File: config.mk
export PLATFORM = sky130hd
export DESIGN_NAME = atm_ledger_arbiter
export DESIGN_NICKNAME = d
export VERILOG_FILES = /design/src/rtl/atm_pkg.sv /design/src/rtl/atm_rr_arb2.sv /design/src/rtl/atm_ledger_arbiter.sv
export SDC_FILE = /design/constraint.sdc
export NUM_CORES = 1
export LEC_CHECK = 0
export ABC_AREA = 1
export BUFFER_PORTS_ARGS = -buffer_cell sky130_fd_sc_hd__buf_2
export CAP_MARGIN = 20
export CORE_MARGIN = 2
export CORE_UTILIZATION = 50
export DETAILED_ROUTE_END_ITERATION = 10
export PLACE_DENSITY = 0.72
export SYNTH_ARGS = -nofsm -noshare
export SYNTH_HDL_FRONTEND = slang
export SYNTH_SLANG_ARGS = --single-unit
File: constraint.sdc
create_clock -name clk -period 14 [get_ports clk]
set_clock_uncertainty 0.2 [all_clocks]
set_input_delay 2.8 -clock clk [delete_from_list [all_inputs] [get_ports clk]]
set_output_delay 2.8 -clock clk [all_outputs]
set_load 0.02 [all_outputs]
File: src/rtl/atm_pkg.sv
// atm_pkg: shared definitions for the ATM ledger arbiter slice.
//   - opcode encodings for the 2-bit per-terminal op field
//   - FSM state encoding (also exported on the top's dbg_state port)
//   - default widths used as parameter defaults by atm_ledger_arbiter
package atm_pkg;

  localparam logic [1:0] OP_NONE = 2'b00;
  localparam logic [1:0] OP_BAL  = 2'b01;
  localparam logic [1:0] OP_DEP  = 2'b10;
  localparam logic [1:0] OP_WD   = 2'b11;

  typedef enum logic [1:0] {
    ST_IDLE = 2'd0,
    ST_EXEC = 2'd1,
    ST_RESP = 2'd2
  } atm_state_e;

  localparam int DEF_NUM_ACCT = 4;
  localparam int DEF_AMT_W    = 20;
  localparam int DEF_BAL_W    = 32;

endpackage

File: src/rtl/atm_rr_arb2.sv
// atm_rr_arb2: two-way round-robin picker.
//   req      [1:0]  request per terminal
//   last_gnt        terminal granted most recently
//   win             chosen terminal (meaningful only when valid)
//   valid           at least one request present
// A lone requester always wins; on a tie the terminal that was not granted
// last time wins.
module atm_rr_arb2 (
  input  logic [1:0] req,
  input  logic       last_gnt,
  output logic       win,
  output logic       valid
);

  always_comb begin
    valid = |req;
    if (req == 2'b11) win = ~last_gnt;
    else              win = req[1];
  end

endmodule

File: src/rtl/atm_ledger_arbiter.sv
// atm_ledger_arbiter: shared account ledger serving two ATM terminals.
// One balance read-modify-write per transaction, round-robin between
// terminals, three cycles per transaction (IDLE -> EXEC -> RESP).
//
// Handshake: a terminal raises req[i] with op/acct/amount stable and holds
// it until done[i] pulses; gnt[i] marks the EXEC cycle, done[i]/ok/resp_bal
// are valid together for the single RESP cycle. The terminal drops req in
// the cycle after done; a req still high in IDLE is a new request.
//
// Ports:
//   clk, reset    clock, synchronous active-high reset
//   req[1:0]      per-terminal request
//   op[3:0]       op[2i+1:2i] for terminal i (none/balance/deposit/withdraw)
//   acct          ACCT_W-bit account index per terminal
//   amount        AMT_W-bit amount per terminal (zero-extended)
//   gnt, done     one-hot grant (EXEC) and completion pulse (RESP)
//   ok, resp_bal  status and post-transaction balance, valid with done
//   busy          high in EXEC and RESP
//   dbg_state     current FSM state
//
// Optional feature: define ATM_LEDGER_WD_LIMIT_EN to add a per-account
// cumulative withdraw counter that caps total withdrawals at WD_LIMIT.
module atm_ledger_arbiter
  import atm_pkg::*;
#(
  parameter int                NUM_ACCT = DEF_NUM_ACCT,
  parameter int                AMT_W    = DEF_AMT_W,
  parameter int                BAL_W    = DEF_BAL_W,
  parameter logic [BAL_W-1:0]  INIT_BAL = BAL_W'(1000),
  parameter logic [BAL_W-1:0]  WD_LIMIT = BAL_W'(5000),
  localparam int               ACCT_W   = (NUM_ACCT > 1) ? $clog2(NUM_ACCT) : 1
) (
  input  logic                 clk,
  input  logic                 reset,
  input  logic [1:0]           req,
  input  logic [3:0]           op,
  input  logic [2*ACCT_W-1:0]  acct,
  input  logic [2*AMT_W-1:0]   amount,
  output logic [1:0]           gnt,
  output logic [1:0]           done,
  output logic                 ok,
  output logic [BAL_W-1:0]     resp_bal,
  output logic                 busy,
  output atm_state_e           dbg_state
);

  localparam logic [ACCT_W:0] ACCT_LIM = (ACCT_W+1)'(NUM_ACCT);

  atm_state_e         state;
  logic               win_q;
  logic               last_gnt;
  logic [1:0]         op_q;
  logic [ACCT_W-1:0]  acct_q;
  logic [BAL_W-1:0]   amt_q;
  logic [BAL_W-1:0]   bal [NUM_ACCT];

  logic               arb_win;
  logic               arb_valid;
  logic               acct_in_range;
  logic [BAL_W-1:0]   cur_bal;
  logic [BAL_W:0]     dep_sum;
  logic               wd_ok;
  logic               nx_ok;
  logic [BAL_W-1:0]   nx_bal;

  atm_rr_arb2 u_arb (
    .req      (req),
    .last_gnt (last_gnt),
    .win      (arb_win),
    .valid    (arb_valid)
  );

  assign dbg_state     = state;
  assign acct_in_range = ({1'b0, acct_q} < ACCT_LIM);

  // Out-of-range accounts read as zero so resp_bal reports 0 for them.
  always_comb begin
    cur_bal = '0;
    if (acct_in_range) cur_bal = bal[acct_q];
  end

  // Extra carry bit catches deposit overflow.
  assign dep_sum = {1'b0, cur_bal} + {1'b0, amt_q};

`ifdef ATM_LEDGER_WD_LIMIT_EN
  logic [BAL_W-1:0] wd_cnt [NUM_ACCT];
  logic [BAL_W:0]   wd_sum;

  always_comb begin
    wd_sum = {1'b0, amt_q};
    if (acct_in_range) wd_sum = {1'b0, wd_cnt[acct_q]} + {1'b0, amt_q};
  end

  assign wd_ok = (wd_sum <= {1'b0, WD_LIMIT});

  always_ff @(posedge clk) begin
    if (reset) begin
      for (int i = 0; i < NUM_ACCT; i++) wd_cnt[i] <= '0;
    end else if (state == ST_EXEC && nx_ok && op_q == OP_WD) begin
      wd_cnt[acct_q] <= wd_sum[BAL_W-1:0];
    end
  end
`else
  logic [BAL_W-1:0] wd_limit_unused;
  assign wd_limit_unused = WD_LIMIT;
  assign wd_ok           = 1'b1;
`endif

  // Transaction result; a failing op leaves the balance untouched.
  always_comb begin
    nx_ok  = 1'b0;
    nx_bal = cur_bal;
    if (acct_in_range) begin
      case (op_q)
        OP_BAL: nx_ok = 1'b1;
        OP_DEP: begin
          if (!dep_sum[BAL_W]) begin
            nx_ok  = 1'b1;
            nx_bal = dep_sum[BAL_W-1:0];
          end
        end
        OP_WD: begin
          if ((amt_q <= cur_bal) && wd_ok) begin
            nx_ok  = 1'b1;
            nx_bal = cur_bal - amt_q;
          end
        end
        default: nx_ok = 1'b0;
      endcase
    end
  end

  always_ff @(posedge clk) begin
    if (reset) begin
      state    <= ST_IDLE;
      win_q    <= 1'b0;
      last_gnt <= 1'b1;
      op_q     <= OP_NONE;
      acct_q   <= '0;
      amt_q    <= '0;
      gnt      <= 2'b00;
      done     <= 2'b00;
      ok       <= 1'b0;
      resp_bal <= '0;
      busy     <= 1'b0;
      for (int i = 0; i < NUM_ACCT; i++) bal[i] <= INIT_BAL;
    end else begin
      case (state)
        ST_IDLE: begin
          if (arb_valid) begin
            win_q    <= arb_win;
            last_gnt <= arb_win;
            op_q     <= arb_win ? op[3:2] : op[1:0];
            acct_q   <= arb_win ? acct[2*ACCT_W-1:ACCT_W] : acct[ACCT_W-1:0];
            amt_q    <= BAL_W'(arb_win ? amount[2*AMT_W-1:AMT_W] : amount[AMT_W-1:0]);
            gnt      <= arb_win ? 2'b10 : 2'b01;
            busy     <= 1'b1;
            state    <= ST_EXEC;
          end
        end
        ST_EXEC: begin
          gnt      <= 2'b00;
          done     <= win_q ? 2'b10 : 2'b01;
          ok       <= nx_ok;
          resp_bal <= nx_bal;
          // nx_ok implies the account index is in range.
          if (nx_ok) bal[acct_q] <= nx_bal;
          state    <= ST_RESP;
        end
        ST_RESP: begin
          done     <= 2'b00;
          ok       <= 1'b0;
          resp_bal <= '0;
          busy     <= 1'b0;
          state    <= ST_IDLE;
        end
        default: state <= ST_IDLE;
      endcase
    end
  end

endmodule

Word-level counts from Yosys, hierarchy flattened
Memories as Yosys holds them, arrays and structs flattened. A register that Yosys moved wholly into a read port is not among the register bits.
Index checks and enable logic that the tools add are counted.
{ "op_classes": {"n_lt_le_gt_ge": 1, "reduce_logical": 9, "n_eq_ne": 7, "bitwise_logic": 1, "n_mux": 32, "addsub": 2} }
{ "ops": {"columns": ["op", "count"], "rows": [
  ["32-bit case mux with 2 select lines", 2],
  ["32-bit 2-to-1 mux", 3],
  ["32-bit by 32-bit adder with 33-bit output", 1],
  ["32-bit less-or-equal comparator", 1],
  ["32-bit OR reduction", 1],
  ["32-bit subtractor", 1],
  ["20-bit 2-to-1 mux", 1],
  ["2-bit 2-to-1 mux", 9],
  ["2-bit case mux with 2 select lines", 3],
  ["1-bit 2-to-1 mux", 11],
  ["2-bit == test, second input constant", 4],
  ["2-bit AND reduction", 3],
  ["2-bit nonzero test", 3],
  ["2-bit by 1-bit == test with 1-bit output, second input constant", 2],
  ["1-bit case mux with 2 select lines", 2],
  ["1-bit case mux with 3 select lines", 1],
  ["2-bit zero test", 1],
  ["2-bit != test, second input constant", 1],
  ["2-bit OR reduction", 1],
  ["1-bit inverter", 1]
]} }
{ "word_totals": {"ram_bits": 128, "inputBits": 52, "word_cells": 64, "memories": 1, "regBits": 78} }
{ "memory_table": {"columns": ["memory", "depth", "word_bits", "read_ports", "rd_clocked_by_memory_dff", "wr", "line", "source"], "rows": [
  ["bal", 4, 32, 1, 1, 4, "atm_ledger_arbiter.sv:55", "logic [BAL_W-1:0] bal [NUM_ACCT];"]
]} }

Depth between registers and ports, before layout
{ "depth": {"ltp_word": 9, "depth_mapped": 26} }

By module
A second synthesis with hierarchy kept.
{ "unflattened": {"hier_cells": 1655, "area_unflattened_um2": 12200.5} }
{ "modules_own_cells": {"columns": ["module", "area_each_um2", "instances", "cells_per_inst"], "rows": [
  ["atm_ledger_arbiter", 12185.4, 1, 1652],
  ["atm_rr_arb2", 15.0, 1, 3]
]} }

Worst setup path before layout
No wires, ideal clock.
{ "synth_path": {"path_kind": "input to register", "from": "in reset", "to": "mem bal[1][0] in the netlist's numbering (enable)", "setup_ns": 0.389, "t_arrival_ns": 4.262, "required_time_ns": 13.411, "cell_stages": 7, "setup_slack_ns": 9.148, "path_cell_list": "clkbuf_1 inv_1 nand3_4 inv_4 nand3_4 buf_6 nand2_1"} }
{ "synth_rtl": {"columns": ["element", "line", "source"], "rows": [
  ["start, declared", "atm_ledger_arbiter.sv:34", "input logic reset,"],
  ["end, declared", "atm_ledger_arbiter.sv:55", null]
]} }

==> flow_summary.yaml <==
sta:
  tightest_slew_ps: 985
  fin_crit_sh: 0.431
  fin_hold_ws_ps: 264
  setup_slack_ps: 7960
  hold_viol: 0
  period_needed_ps: 6040
  finalSetupTns_ps: 0
  slew-limit-headroom: 0.342
  fmax_mhz: 166
  rsz0062_at_grt: "false"
  setup_viol: 0
  final_max_slew_viol_count: 0
finish:
  layoutNonFillerInstCount: 2038
  final_cell_area_um2: 13400
  area_growth_pct: 9.80
  multiInputGateArea_um2: 5980
  n_antenna_cell: 0
  layout.nets: 1800
  nFillCells: 2274
  seq_area_um2: 5210
  drive_gt1_frac: 0.111
clock_network:
  insertion_delay_ps: 460
  cts_root_buffer: "clkbuf_16"
  h-tree-depth: 4
  ctsResizeCount: 0
  cts_buffer_depth: 2
  hold_buffers: 0
  path_clk_slew_ps: 90
  clock_sinks: 196
  cts_tree: "yes"
  post_cts_buffers: 0
  cts-buffers-inserted: 17
global_route:
  gr-usage-all-layers: 0.291
  grt_pass1_wl_um: 57900
  grt_pass1_vias: 10634
  grt_overflow: 0
  antenna_found_initial: 0
  grt_max_degree: 66
setup_path:
  cp_common_cell: "nand2_1"
  critPathKind: "flip-flop to flip-flop"
  cpPeakStageDelay_ps: 520
  worstRegToRegCells: 21
  worstPathRequired_ps: 13910
  crit_chain: "buf_4 > inv_2 > buf_12 > o21ai_0 > o22ai_1 > ha_1 > nand2_1 > nor2_1 > nand3_1 > nand2_1 > nand2_1 > nand2_1 > a21oi_1 > nand2_2 > o21ai_1 > nand2_2 > nand3_4 > inv_4 > nand3_2 > nand2_1 > buf_4"
  cp-end-kind: "flip-flop"
  slowest_stage: "buf_4"
  start_kind: "flip-flop"
  crit_path_max_fanout: 65
  cp.arrival_ps: 5950
floorplanning:
  start_util: 0.505
  io_pins: 92
  die_x_um: 160
  dieArea_um2: 25700
  dieHeight_um: 160
  row_count: 57
  coreArea_um2: 24200
routing:
  via_count: 11301
  vias_per_cell: 5.55
  ant_nets: 0
  wl_um: 37600
  wire_per_inst_um: 18.4
  dr.pass1.iters: 6
  drc: 0
  drt_iter0_drc: 1164
place:
  pre_cts_ws_ps: 7700
  io_buffers: 91
  dp.cells: 2005
  dp_hpwl_um: 28000
  place_area_um2: 12800
  routabilityCongestion: 0.974
synthesis:
  yosysTopAreaCell: "edfxtp_1"
  synth_area_um2: 12200
  avgSynthCellArea_um2: 7.40
  yosys_warnings: 0
  syn_inst: 1650
  mappedNetlistNets: 1749
  synth_seq_cells: 196
  synth_enable_flop_cells: 128
  synth_top_area_frac: 0.315
  ys_seq_area_frac: 0.426
  synth_area_leaders: "edfxtp_1 31%, nand2_1 16%, dfxtp_1 11%, nor2_1 5.8%, inv_1 5.2%"
  yosys_most_used_dff: "edfxtp_1"
  synth_cell_type_count: 44
  async_reset_ff_frac: 0
worst_hold_path:
  hold_class: "flip-flop to flip-flop"
  min_path_cells: 2
pwr:
  vdd_ir_drop_max_mv: 0.0807
  power_density_nw_per_um2: 147
  p_leak_uw: 0.00599
job:
  max_cap_violations: 0
run_status:
  outcome: "finished clean"
==> cell families after synthesis <==
| group | after synthesis | share of synthesized area |
|---|---|---|
| buffers and inverters | 245 | 0.0856 |
| XOR/XNOR | 31 | 0.0222 |
| adder cells (fa/ha/maj) | 47 | 0.0494 |
| AND/OR/NAND/NOR | 909 | 0.316 |
| AO/OA/AOI/OAI | 222 | 0.100 |
| flip-flops | 196 | 0.426 |
==> synth_stat cells, types with 6 or more instances <==
cell type,n
buf_6,11
dfxtp_1,68
o21ai_0,71
o22ai_1,13
o211ai_1,6
nand2_1,524
a21oi_1,87
buf_2,19
a31oi_1,24
nand4_1,16
nand3_1,115
nor2_1,188
xor2_1,27
nor3_1,9
nand2_2,12
clkbuf_1,33
nand3_2,7
o21bai_1,10
inv_1,169
ha_1,45
nor2_2,15
edfxtp_1,128
==> registers in the layout, indices dropped and copies added (netlist names), named ones only <==
| name | flops |
|---|---|
| amt_q | 20 |
| bal | 128 |
| win_q | 1 |
| dbg_state | 2 |
| last_gnt | 1 |
| resp_bal | 32 |
| acct_q | 2 |
| op_q | 2 |
| gnt | 2 |
| done | 2 |
| busy | 1 |
| ok | 1 |
==> final cells by class <==
class	instances	share of cell area
Multi-Input combinational cell	1209	0.446
Sequential cell	196	0.388
Inverter	175	0.0493
Timing Repair Buffer	102	0.0410
Clock buffer	17	0.0317
Tap cell	324	0.0302
Clock inverter	15	0.0141
==> power breakdown <==
| part | internal, uW | switching (uW) |
|---|---|---|
| sequential | 660 | 30.8 |
| combinational | 218 | 559 |
| clock | 244 | 264 |
| total | 1120 | 854 |
==> path summary, 6_finish.rpt <==
kind              slack [ps]         start           end
setup reg to reg        7960     flip-flop    bal[2][21]
hold / removal           260  resp_bal[21]  resp_bal[21]
setup / recovery        7960     flip-flop    bal[2][21]
hold reg to reg          260  resp_bal[21]  resp_bal[21]
==> layer usage <==
layer | part of all wire | global-route usage | vias up | wire length (um)
met3 | 0.092 | 0.0467 | 65 | 3450
met1 | 0.44 | 0.417 | 5264 | 16600
met4 | 0.028 | 0.0934 | 0 | 1060
met5 | 0 | 0 | - | 0
li1 | - | - | 5459 | -
met2 | 0.44 | 0.454 | 513 | 16500
==> per-stage QoR <==
step                      total power, uW  utilization
after floorplan                      1230            -
after global placement               1460        0.529
after detailed placement             1460        0.529
after CTS                            1960        0.554
after global routing                 2080        0.555
final                                1980        0.555
==> worst max-delay path: cells and delay by family (launching register included) <==
kind | cells | cell delay [ps]
DFF | 1 | 320
AOI/OAI and AO/OA | 4 | 610
buffers and inverters | 5 | 1660
adders and majority gates | 1 | 510
and+or+nand+nor | 11 | 2340
==> placed cells by master (no fill, tap or decap), types with 3 or more instances in the layout <==
| master | n |
|---|---|
| clkinv_8 | 7 |
| nor3_1 | 9 |
| nand3_2 | 7 |
| nand3_1 | 115 |
| nor2_4 | 5 |
| o22ai_1 | 13 |
| dfxtp_1 | 67 |
| nor2_2 | 16 |
| a32o_1 | 3 |
| o21ai_0 | 71 |
| o21ai_1 | 3 |
| nand4_1 | 16 |
| nand3b_1 | 4 |
| nand3_4 | 4 |
| xor2_1 | 27 |
| o21bai_1 | 10 |
| clkbuf_16 | 17 |
| inv_8 | 4 |
| inv_1 | 169 |
| nand2_2 | 12 |
| buf_4 | 10 |
| xnor2_1 | 4 |
| buf_2 | 91 |
| nor2_1 | 186 |
| ha_1 | 45 |
| nand2_1 | 524 |
| a31oi_1 | 24 |
| o211ai_1 | 6 |
| a21oi_1 | 87 |
| edfxtp_1 | 128 |
| or2_2 | 3 |
| inv_2 | 3 |
Note: power is estimated with default switching activity, not from simulation.
